### src/rtl/gh_psx_pkg.sv
// gh_psx_pkg: constants, report-byte bit positions and state encodings for the
// guitar-to-PSX controller-port slave.
// Shared by gh_psx_pad and its sub-modules.
package gh_psx_pkg;

    localparam logic [7:0] PSX_ID_DIG       = 8'h41;
    localparam logic [7:0] PSX_ID_ANA       = 8'h73;
    localparam logic [7:0] PSX_SIG          = 8'h5A;
    localparam logic [7:0] CMD_START        = 8'h01;
    localparam logic [7:0] CMD_POLL         = 8'h42;
    localparam logic [7:0] PSX_IDLE_BYTE    = 8'hFF;
    localparam logic [7:0] PSX_STICK_CENTER = 8'h80;

    // Frets input ordering {orange, blue, yellow, red, green}
    localparam int FRET_GREEN  = 0;
    localparam int FRET_RED    = 1;
    localparam int FRET_YELLOW = 2;
    localparam int FRET_BLUE   = 3;
    localparam int FRET_ORANGE = 4;

    // Byte 3 / byte 4 button positions (all active-low on the wire)
    localparam int B3_SELECT   = 0;
    localparam int B3_DDOWN    = 6;
    localparam int B4_R2       = 1;
    localparam int B4_TRIANGLE = 4;
    localparam int B4_CIRCLE   = 5;
    localparam int B4_CROSS    = 6;
    localparam int B4_SQUARE   = 7;

    typedef enum logic [2:0] {
        ST_IDLE     = 3'd0,
        ST_HDR      = 3'd1,
        ST_ID       = 3'd2,
        ST_SIG      = 3'd3,
        ST_DATA     = 3'd4,
        ST_WAIT_ATT = 3'd5
    } psx_state_e;

    typedef enum logic [1:0] {
        ACK_IDLE = 2'd0,
        ACK_WAIT = 2'd1,
        ACK_LOW  = 2'd2
    } ack_phase_e;

    function automatic logic [7:0] byte3_fn(input logic tilt, input logic strum);
        logic [7:0] b;
        b            = 8'hFF;
        b[B3_SELECT] = ~tilt;
        b[B3_DDOWN]  = ~strum;
        return b;
    endfunction

    function automatic logic [7:0] byte4_fn(input logic [4:0] frets);
        logic [7:0] b;
        b              = 8'hFF;
        b[B4_R2]       = ~frets[FRET_GREEN];
        b[B4_CIRCLE]   = ~frets[FRET_RED];
        b[B4_TRIANGLE] = ~frets[FRET_YELLOW];
        b[B4_CROSS]    = ~frets[FRET_BLUE];
        b[B4_SQUARE]   = ~frets[FRET_ORANGE];
        return b;
    endfunction

endpackage

### src/rtl/gh_psx_sync.sv
// gh_psx_sync: 2-flop synchronizer for one asynchronous bus pin, plus a
// registered edge detector. Ports: clk_i, rst_i, d_i -> q_o (synced level),
// rise_o / fall_o (one-cycle pulses, 3 clk_i after the pin changes).
module gh_psx_sync (
    input  logic clk_i,
    input  logic rst_i,
    input  logic d_i,
    output logic q_o,
    output logic rise_o,
    output logic fall_o
);
    // [0],[1] synchronize; [2] is the edge-detect history. All PSX pins idle high.
    logic [2:0] sync_q;
    logic       rise_q;
    logic       fall_q;

    always_ff @(posedge clk_i or posedge rst_i) begin
        if (rst_i) begin
            sync_q <= 3'b111;
            rise_q <= 1'b0;
            fall_q <= 1'b0;
        end else begin
            sync_q <= {sync_q[1:0], d_i};
            rise_q <= sync_q[1] & ~sync_q[2];
            fall_q <= ~sync_q[1] & sync_q[2];
        end
    end

    // q_o is aligned with rise_o/fall_o so a level sampled on an edge pulse
    // sees the pin value from the same pin-time.
    assign q_o    = sync_q[2];
    assign rise_o = rise_q;
    assign fall_o = fall_q;
endmodule

### src/rtl/gh_psx_pad.sv
// gh_psx_pad: PS2 controller-port slave serving snapshotted guitar state.
// Ports: CLK/RST, player inputs Frets/Strum/Whammy/Tilt, PSX bus PsxAtt/PsxClk/
// PsxCmd in, PsxDat/PsxAck out (1 = released), Status = {strumSticky, state}.
module gh_psx_pad
    import gh_psx_pkg::*;
#(
    parameter bit ANALOG    = 1'b0,
    parameter int ACK_DELAY = 100,
    parameter int ACK_WIDTH = 200
) (
    input  logic       CLK,
    input  logic       RST,
    input  logic [4:0] Frets,
    input  logic       Strum,
    input  logic [7:0] Whammy,
    input  logic       Tilt,
    input  logic       PsxAtt,
    input  logic       PsxClk,
    input  logic       PsxCmd,
    output logic       PsxDat,
    output logic       PsxAck,
    output logic [3:0] Status
);
    localparam logic [3:0] LAST_BYTE = ANALOG ? 4'd8 : 4'd4;
    localparam logic [7:0] ID_BYTE   = ANALOG ? PSX_ID_ANA : PSX_ID_DIG;

    logic att_rise, att_fall, clk_rise, clk_fall, cmd_lvl;
    logic unused_att_lvl, unused_clk_lvl, unused_cmd_rise, unused_cmd_fall;

    gh_psx_sync u_att (.clk_i(CLK), .rst_i(RST), .d_i(PsxAtt), .q_o(unused_att_lvl),
                       .rise_o(att_rise), .fall_o(att_fall));
    gh_psx_sync u_clk (.clk_i(CLK), .rst_i(RST), .d_i(PsxClk), .q_o(unused_clk_lvl),
                       .rise_o(clk_rise), .fall_o(clk_fall));
    gh_psx_sync u_cmd (.clk_i(CLK), .rst_i(RST), .d_i(PsxCmd), .q_o(cmd_lvl),
                       .rise_o(unused_cmd_rise), .fall_o(unused_cmd_fall));

    psx_state_e state_q, state_d;
    ack_phase_e ack_phase_q, ack_phase_d;
    logic [2:0]  bit_cnt_q, bit_cnt_d;
    logic [3:0]  byte_cnt_q, byte_cnt_d;
    logic [7:0]  tx_q, tx_d, rx_q, rx_d;
    logic        dat_q, dat_d, ack_q, ack_d;
    logic [15:0] ack_cnt_q, ack_cnt_d;
    logic [4:0]  frets_q, frets_d;
    logic [7:0]  whammy_q, whammy_d;
    logic        tilt_q, tilt_d, strum_snap_q, strum_snap_d;
    logic        sticky_q, sticky_d, strum_prev_q;

    logic [7:0] rx_byte, next_tx;
    logic       ack_start, sticky_clr;

    // Report bytes 3..8 from the per-transaction snapshot.
    function automatic logic [7:0] data_byte(input logic [3:0] idx, input logic tilt,
                                             input logic strum, input logic [4:0] frets,
                                             input logic [7:0] whammy);
        case (idx)
            4'd3:    return byte3_fn(tilt, strum);
            4'd4:    return byte4_fn(frets);
            4'd5:    return whammy;
            default: return PSX_STICK_CENTER;
        endcase
    endfunction

    always_comb begin
        state_d      = state_q;
        ack_phase_d  = ack_phase_q;
        bit_cnt_d    = bit_cnt_q;
        byte_cnt_d   = byte_cnt_q;
        tx_d         = tx_q;
        rx_d         = rx_q;
        dat_d        = dat_q;
        ack_d        = ack_q;
        ack_cnt_d    = ack_cnt_q;
        frets_d      = frets_q;
        whammy_d     = whammy_q;
        tilt_d       = tilt_q;
        strum_snap_d = strum_snap_q;
        rx_byte      = {cmd_lvl, rx_q[7:1]};
        next_tx      = PSX_IDLE_BYTE;
        ack_start    = 1'b0;
        sticky_clr   = 1'b0;

        if (att_rise) begin
            // Deselect aborts everything, from any state.
            state_d     = ST_IDLE;
            dat_d       = 1'b1;
            ack_d       = 1'b1;
            ack_phase_d = ACK_IDLE;
            ack_cnt_d   = '0;
        end else begin
            case (state_q)
                ST_IDLE: begin
                    if (att_fall) begin
                        frets_d      = Frets;
                        whammy_d     = Whammy;
                        tilt_d       = Tilt;
                        strum_snap_d = sticky_q;
                        tx_d         = PSX_IDLE_BYTE;
                        dat_d        = PSX_IDLE_BYTE[0];
                        bit_cnt_d    = '0;
                        byte_cnt_d   = '0;
                        state_d      = ST_HDR;
                    end
                end
                ST_WAIT_ATT: dat_d = 1'b1;
                default: begin
                    if (clk_fall) begin
                        dat_d = tx_q[bit_cnt_q];
                    end else if (clk_rise) begin
                        rx_d      = rx_byte;
                        bit_cnt_d = bit_cnt_q + 3'd1;
                        if (bit_cnt_q == 3'd7) begin
                            byte_cnt_d = byte_cnt_q + 4'd1;
                            case (state_q)
                                ST_HDR: begin
                                    state_d   = (rx_byte == CMD_START) ? ST_ID : ST_WAIT_ATT;
                                    next_tx   = ID_BYTE;
                                    ack_start = (rx_byte == CMD_START);
                                end
                                ST_ID: begin
                                    state_d   = (rx_byte == CMD_POLL) ? ST_SIG : ST_WAIT_ATT;
                                    next_tx   = PSX_SIG;
                                    ack_start = (rx_byte == CMD_POLL);
                                end
                                ST_SIG: begin
                                    state_d   = ST_DATA;
                                    next_tx   = data_byte(4'd3, tilt_q, strum_snap_q,
                                                          frets_q, whammy_q);
                                    ack_start = 1'b1;
                                end
                                default: begin
                                    // Only a completed byte 3 counts as the strum being reported.
                                    sticky_clr = (byte_cnt_q == 4'd3) && strum_snap_q;
                                    if (byte_cnt_q == LAST_BYTE) begin
                                        state_d = ST_WAIT_ATT;
                                    end else begin
                                        next_tx   = data_byte(byte_cnt_q + 4'd1, tilt_q,
                                                              strum_snap_q, frets_q, whammy_q);
                                        ack_start = 1'b1;
                                    end
                                end
                            endcase
                            // Bit 0 of the next byte goes out now, ahead of its first fall.
                            tx_d  = next_tx;
                            dat_d = (state_d == ST_WAIT_ATT) ? 1'b1 : next_tx[0];
                        end
                    end
                end
            endcase

            // ACK pulse timer: runs independently of bus clock edges once started.
            if (ack_start) begin
                ack_phase_d = ACK_WAIT;
                ack_cnt_d   = 16'(ACK_DELAY - 1);
                ack_d       = 1'b1;
            end else begin
                case (ack_phase_q)
                    ACK_WAIT: begin
                        if (ack_cnt_q == '0) begin
                            ack_d       = 1'b0;
                            ack_phase_d = ACK_LOW;
                            ack_cnt_d   = 16'(ACK_WIDTH - 1);
                        end else begin
                            ack_cnt_d = ack_cnt_q - 16'd1;
                        end
                    end
                    ACK_LOW: begin
                        if (ack_cnt_q == '0) begin
                            ack_d       = 1'b1;
                            ack_phase_d = ACK_IDLE;
                        end else begin
                            ack_cnt_d = ack_cnt_q - 16'd1;
                        end
                    end
                    default: ;
                endcase
            end
        end

        // A new strum in the same cycle as the clear must not be lost.
        if (Strum && !strum_prev_q) sticky_d = 1'b1;
        else if (sticky_clr)        sticky_d = 1'b0;
        else                        sticky_d = sticky_q;
    end

    always_ff @(posedge CLK or posedge RST) begin
        if (RST) begin
            state_q      <= ST_IDLE;
            ack_phase_q  <= ACK_IDLE;
            bit_cnt_q    <= '0;
            byte_cnt_q   <= '0;
            tx_q         <= PSX_IDLE_BYTE;
            rx_q         <= '0;
            dat_q        <= 1'b1;
            ack_q        <= 1'b1;
            ack_cnt_q    <= '0;
            frets_q      <= '0;
            whammy_q     <= '0;
            tilt_q       <= 1'b0;
            strum_snap_q <= 1'b0;
            sticky_q     <= 1'b0;
            strum_prev_q <= 1'b0;
        end else begin
            state_q      <= state_d;
            ack_phase_q  <= ack_phase_d;
            bit_cnt_q    <= bit_cnt_d;
            byte_cnt_q   <= byte_cnt_d;
            tx_q         <= tx_d;
            rx_q         <= rx_d;
            dat_q        <= dat_d;
            ack_q        <= ack_d;
            ack_cnt_q    <= ack_cnt_d;
            frets_q      <= frets_d;
            whammy_q     <= whammy_d;
            tilt_q       <= tilt_d;
            strum_snap_q <= strum_snap_d;
            sticky_q     <= sticky_d;
            strum_prev_q <= Strum;
        end
    end

    assign PsxDat = dat_q;
    assign PsxAck = ack_q;
    assign Status = {sticky_q, state_q};
endmodule
### config.mk
export PLATFORM = sky130hd
export DESIGN_NAME = gh_psx_pad
export DESIGN_NICKNAME = d
export VERILOG_FILES = /design/src/rtl/gh_psx_pkg.sv /design/src/rtl/gh_psx_sync.sv /design/src/rtl/gh_psx_pad.sv
export SDC_FILE = /design/constraint.sdc
export NUM_CORES = 1
export LEC_CHECK = 0
export CORE_ASPECT_RATIO = 1.1
export CORE_MARGIN = 2
export CORE_UTILIZATION = 50
export CTS_CLUSTER_SIZE = 25
export DETAILED_ROUTE_END_ITERATION = 16
export PLACE_DENSITY = 0.7
export SYNTH_ARGS = -nofsm -noshare
export SYNTH_HDL_FRONTEND = slang
export SYNTH_SLANG_ARGS = --single-unit
### constraint.sdc
create_clock -name CLK -period 2.9 [get_ports CLK]
set_input_delay 0.435 -clock CLK [delete_from_list [all_inputs] [get_ports CLK]]
set_output_delay 0.435 -clock CLK [all_outputs]
set_load 0.01 [all_outputs]
# == Word-level counts from Yosys, hierarchy flattened ==
# Cells that the tools add are included.
# classes
shifts,0
bitwise_logic,19
n_mul,0
add_sub_neg,3
eq_ne,23
reduce_logical,23
div_mod_pow,0
magnitude_cmp,1
muxes,71
# op_table
cell,n
two-way mux 16 bit,4
two-way mux 3 bit,16
case mux 8 bit (3 select lines),2
two-way mux 8 bit,5
case mux 16 bit (2 select lines),1
two-way mux 1 bit,25
logical NOT 16 bit,1
two-way mux 4 bit,4
case mux 8 bit (2 select lines),1
subtractor 16 x 1 -> 16 bit (second input constant),1
NOT 1 bit,15
equality test 4 x 3 -> 1 bit (second input constant),3
inequality test 4 x 3 -> 1 bit (second input constant),3
case mux 3 bit (2 select lines),2
AND reduction 5 bit,2
nonzero test 5 bit,2
equality test 3 bit (second input constant),3
case mux 3 bit (3 select lines),1
AND reduction 3 bit,3
equality test 4 x 2 -> 1 bit (second input constant),2
equality test 8 x 1 -> 1 bit (second input constant),1
equality test 8 x 7 -> 1 bit (second input constant),1
two-way mux 2 bit,4
case mux 4 bit (2 select lines),1
27 further kinds,37
# totals
regBits,76
output_inout_bits,6
memories,0
wordCells,162
rom_bits,0
ram_bits,0
latch_bits,0
input_bits,20

# == Longest topological paths before layout ==
# logic_depth
depth_word,15
depth_mapped,9

# == Cells and area by module ==
# Synthesis repeated with hierarchy kept, for this count alone.
# hier_totals
cells_unflattened,392
hier_area_um2,3995.1
# modules_own_cells
module,instances,area_each_um2,cells_each
gh_psx_pad,1,3552.2,368
gh_psx_sync,3,147.6,8

# == Worst setup path before layout ==
# Ideal clock, no wire load.
# synth_timing
path_type,reg2reg
start,register ack_cnt_q[7]
end,register ack_cnt_q[6]
stages_incl_launch_ff,9
path_slack_ns,0.538
required_ns,2.779
n_path_buf,2
t_arrival_ns,2.240
cell_sequence,dfrtp_1 -> or4_4 -> nand2b_4 -> or4_4 -> buf_6 -> nand3_2 -> buf_6 -> a22oi_1 -> o22a_1
# synth_via
elab_chain_len,5
# synth_rtl
element,line,text
"start, declared",gh_psx_pad.sv:43,"logic [15:0] ack_cnt_q, ack_cnt_d;"
"start signal, assigned",gh_psx_pad.sv:212,ack_cnt_q <= ack_cnt_d;
logical NOT 16 bit *,"gh_psx_pad.sv:159, gh_psx_pad.sv:168",
two-way mux 16 bit,gh_psx_pad.sv:159,if (ack_cnt_q == '0) begin
case mux 16 bit (2 select lines),gh_psx_pad.sv:157,case (ack_phase_q)
two-way mux 16 bit,gh_psx_pad.sv:152,if (ack_start) begin
two-way mux 16 bit,gh_psx_pad.sv:83,if (att_rise) begin
# Every way passes the cells marked *; elsewhere a longest branch is shown, timed or not.
# A chain may end at the register's enable or synchronous reset.

# == Worst setup path after layout ==
# layout_timing
start,register rx_q[7]
end,register ack_cnt_q[13]
# layout_via
elab_chain_len,9
# layout_rtl
element,line,text
"start, declared",gh_psx_pad.sv:41,"logic [7:0] tx_q, tx_d, rx_q, rx_d;"
"start signal, assigned",gh_psx_pad.sv:209,rx_q <= rx_d;
equality test 8 x 7 -> 1 bit / equality test 8 x 1 -> 1 bit (equally long branches),"gh_psx_pad.sv:123, gh_psx_pad.sv:118",
case mux 1 bit (3 select lines) *,gh_psx_pad.sv:114,case (state_q)
two-way mux 1 bit *,gh_psx_pad.sv:112,if (bit_cnt_q == 3'd7) begin
two-way mux 1 bit *,gh_psx_pad.sv:109,end else if (clk_rise) begin
two-way mux 1 bit *,gh_psx_pad.sv:107,if (clk_fall) begin
two-way mux 1 bit *,gh_psx_pad.sv:91,case (state_q)
two-way mux 1 bit *,gh_psx_pad.sv:83,
"inequality test 4 x 3 -> 1 bit (no line), or another cell as far along",-,
AND reduction 2 bit (no line) / two-way mux 16 bit (equally long branches),-,
# Every way passes the cells marked *; elsewhere a longest branch is shown, timed or not. The select of a mux whose other input is x is not followed.

==> results.toml <==
[floorplanning]
io_pins = 26
coreArea_um2 = 7870
die_area_um2 = 8820
dieHeight_um = 98.3
initial_core_util_pct = 51.3
die_x_um = 89.7
rows = 34

[yosys]
synth.largest_area_cell = "dfrtp_1"
synth_fp_nets = 424
syn_area_um2 = 4040
yosysTopAreaCellShare_pct = 34.7
synth_edf_count = 0
synth_top_flop_cell = "dfrtp_1"
synth_cell_type_count = 62
avgSynthCellArea_um2 = 10.2
synth-async-reset-ratio_pct = 100
synth-seq-cells = 75
netlist_instances = 395
synth_warnings = 0
ys_seq_area_share_pct = 47.0
yosys-top-cells-area = "dfrtp_1, dfstp_2, mux2_2"

[route]
viasPerCell = 5.90
detailroute.via_count = 3134
dr.pass1.iters = 5
dr.first_iter.drc_count = 222
drcViolationCount = 0
finalWirelength_um = 8400
ant_nets = 0
wl_per_cell_um = 15.8

[sta]
fin_skew_ps = 8.15
hold_violations = 0
setup-tns-final_ps = 0
maxSlewHeadroom_pct = 36.1
worst_slew_pin_slew_ps = 950
slew_viol_final = 0
rsz0062_at_grt = "no"
fmax_ghz = 0.388
finalSetupViolations = 0
whs_ps = 358
finalCriticalPeriod_ps = 2580
timing.final.crit_share_pct = 88.9

[critical_path]
critPathKind = "reg -> reg"
max_stage_delay_ps = 550
path_cells = "nor4b_1 > mux2i_1 > o21ai_1 > a211oi_1 > buf_4 > a2111oi_0 > mux2i_1"
cp_slowest_cell = "a2111oi_0"
critPathRequiredTime_ps = 3180
rr_endpoint = "ack_cnt_q[13]"
worstRegToRegCells = 7
reg2reg_from = "rx_q[7]"
cp_common_cell = "mux2i_1"
worst-r2r-setup-slack_ps = 320
worstSetupStartpoint = "rx_q[7]"
critPathArrivalTime_ps = 2860
end_kind = "flip-flop"
critPathMaxFanout = 13
critPathCapture = "ack_cnt_q[13]"
start_kind = "flip-flop"

[cts]
post_cts_buffers = 0
cts_resized = 0
clk_pin_slew_ps = 80
cts_tree = "yes"
cts_buffers = 9
clockBufferDepth = 2
cts_root_buf = "clkbuf_8"
clk_latency_ps = 360
numClockSinks = 75
ctsHtreeMaxLevel = 3
holdBufCountCts = 0

[global_routing]
grt_usage_pct = 20.8
antenna_found_initial = 0
grt_max_degree = 76
first_global_vias = 3204
overflow = 0
grt_pass1_wl_um = 14900

[power_and_ir_drop]
p_per_area_nw_per_um2 = 670
ir_drop_mv = 0.416
leakage_nw = 1.91
p_total_mw = 3.10

[run_status]
status = "completed"

[placed_design]
portBuffers = 25
gp_congestion = 0.872
place_hpwl_um = 5870

[finish]
drive_gt1_share_pct = 19.4
nNetsFinal = 447
syn2layout_area_growth_pct = 14.3
num_antenna_cells = 0

[hold_path]
hp-class = "reg -> reg"

[flow_run]
cap_violations = 0
-- synthesized netlist by cell type (3+ instances only) --
cell	n
a21oi_1	23
ha_1	9
nor4_1	5
a22o_1	4
buf_2	3
nand3_1	11
clkbuf_1	16
mux2i_1	15
o211ai_1	4
a211oi_1	7
nand2_1	40
dfrtp_1	56
inv_1	11
a31oi_1	6
a2111oi_0	3
nand3b_1	13
dfstp_2	19
nor3_1	6
a22oi_1	3
nand4_1	3
nor2b_1	13
mux2_2	23
nor2_1	23
nor3b_1	3
o21ai_0	22
-- kinds of logic (layout without fill, tap and decap cells) --
family / after synthesis / in the layout / synth area share, %
and+or+nand+nor: 139 / 139 / 18.8
AOI/OAI and AO/OA: 96 / 96 / 15.9
DFF: 75 / 75 / 47.0
muxes: 40 / 40 / 11.2
buffers and inverters: 34 / 62 / 3.81
adders and majority gates: 9 / 9 / 2.79
xor gates and xnor gates: 2 / 2 / 0.434
-- power breakdown --
group / switching (mW) / total (mW) / internal, mW
Sequential: 0.182 / 1.44 / 1.26
Clock: 0.388 / 0.874 / 0.486
Combinational: 0.387 / 0.782 / 0.395
Total: 0.958 / 3.10 / 2.14
-- area by class of cell --
class | count | area (um2)
clock buffers | 10 | 128
clock inverters | 6 | 90.1
fillers | 690 | 3250
inverters | 11 | 41.3
multi-input cells | 286 | 1990
flip-flops and latches | 75 | 1900
well taps | 108 | 135
repair buffers | 35 | 338
-- worst min-delay path by stage --
stage	depth (start not counted)	to	slack (ps)	startpoint
floorplan	0	u_att.sync_q[1]	350	u_att.sync_q[0]
global placement	0	u_clk.sync_q[1]	350	u_clk.sync_q[0]
detailed placement	0	u_att.sync_q[1]	350	u_att.sync_q[0]
CTS	0	u_att.sync_q[1]	360	u_att.sync_q[0]
global route	0	u_clk.sync_q[1]	360	u_clk.sync_q[0]
finish	0	u_att.sync_q[1]	360	u_att.sync_q[0]
-- registers in the layout, summed over array words and instances (netlist names) --
| signal | cells |
|---|---|
| PsxAck | 1 |
| PsxDat | 1 |
| ack_cnt_q | 16 |
| ack_phase_q | 2 |
| bit_cnt_q | 3 |
| byte_cnt_q | 4 |
| frets_q | 5 |
| rx_q | 7 |
| state_q | 3 |
| sticky_q | 1 |
| strum_prev_q | 1 |
| strum_snap_q | 1 |
| tilt_q | 1 |
| tx_q | 8 |
| u_att.fall_o | 1 |
| u_att.rise_o | 1 |
| u_att.sync_q | 3 |
| u_clk.fall_o | 1 |
| u_clk.rise_o | 1 |
| u_clk.sync_q | 3 |
| u_cmd.sync_q | 3 |
| whammy_q | 8 |
-- cell usage in the layout (no fill, tap or decap), drive strengths merged, types with 15 or more instances in the layout --
master          n
dfrtp          56
dfstp          19
clkdlybuf4s50  25
mux2i          15
o21ai          24
nor2           23
nand2          40
mux2           23
a21oi          23
-- through the flow --
stage / utilization [%] / instance area, um2 / std cells / setup WS [ps]
after floorplan: - / 4040 / 395 / 538
after global placement: 55.9 / 4400 / 515 / 438
after detailed placement: 55.9 / 4400 / 515 / 388
after CTS: 58.7 / 4620 / 531 / 375
after global routing: 58.7 / 4620 / 531 / 63.8
final: 58.7 / 4620 / 531 / 322
-- layer usage --
layer	routed length, um	up-vias	GRT usage (%)	part of all wire, %
met5	0	-	0	0
li1	-	1496	-	-
met3	378	19	3.55	4.5
met4	220	0	10.4	2.6
met2	3880	81	33.1	46
met1	3920	1538	27.7	47
-- critical path, delay by kind of cell (launching register included) --
kind	cells	cell delay, ps
AOI/OAI and AO/OA	3	970
buffers and inverters	1	220
and+or+nand+nor	1	440
DFF	1	420
muxes	2	470
Note: power is estimated with default switching activity, not from simulation.
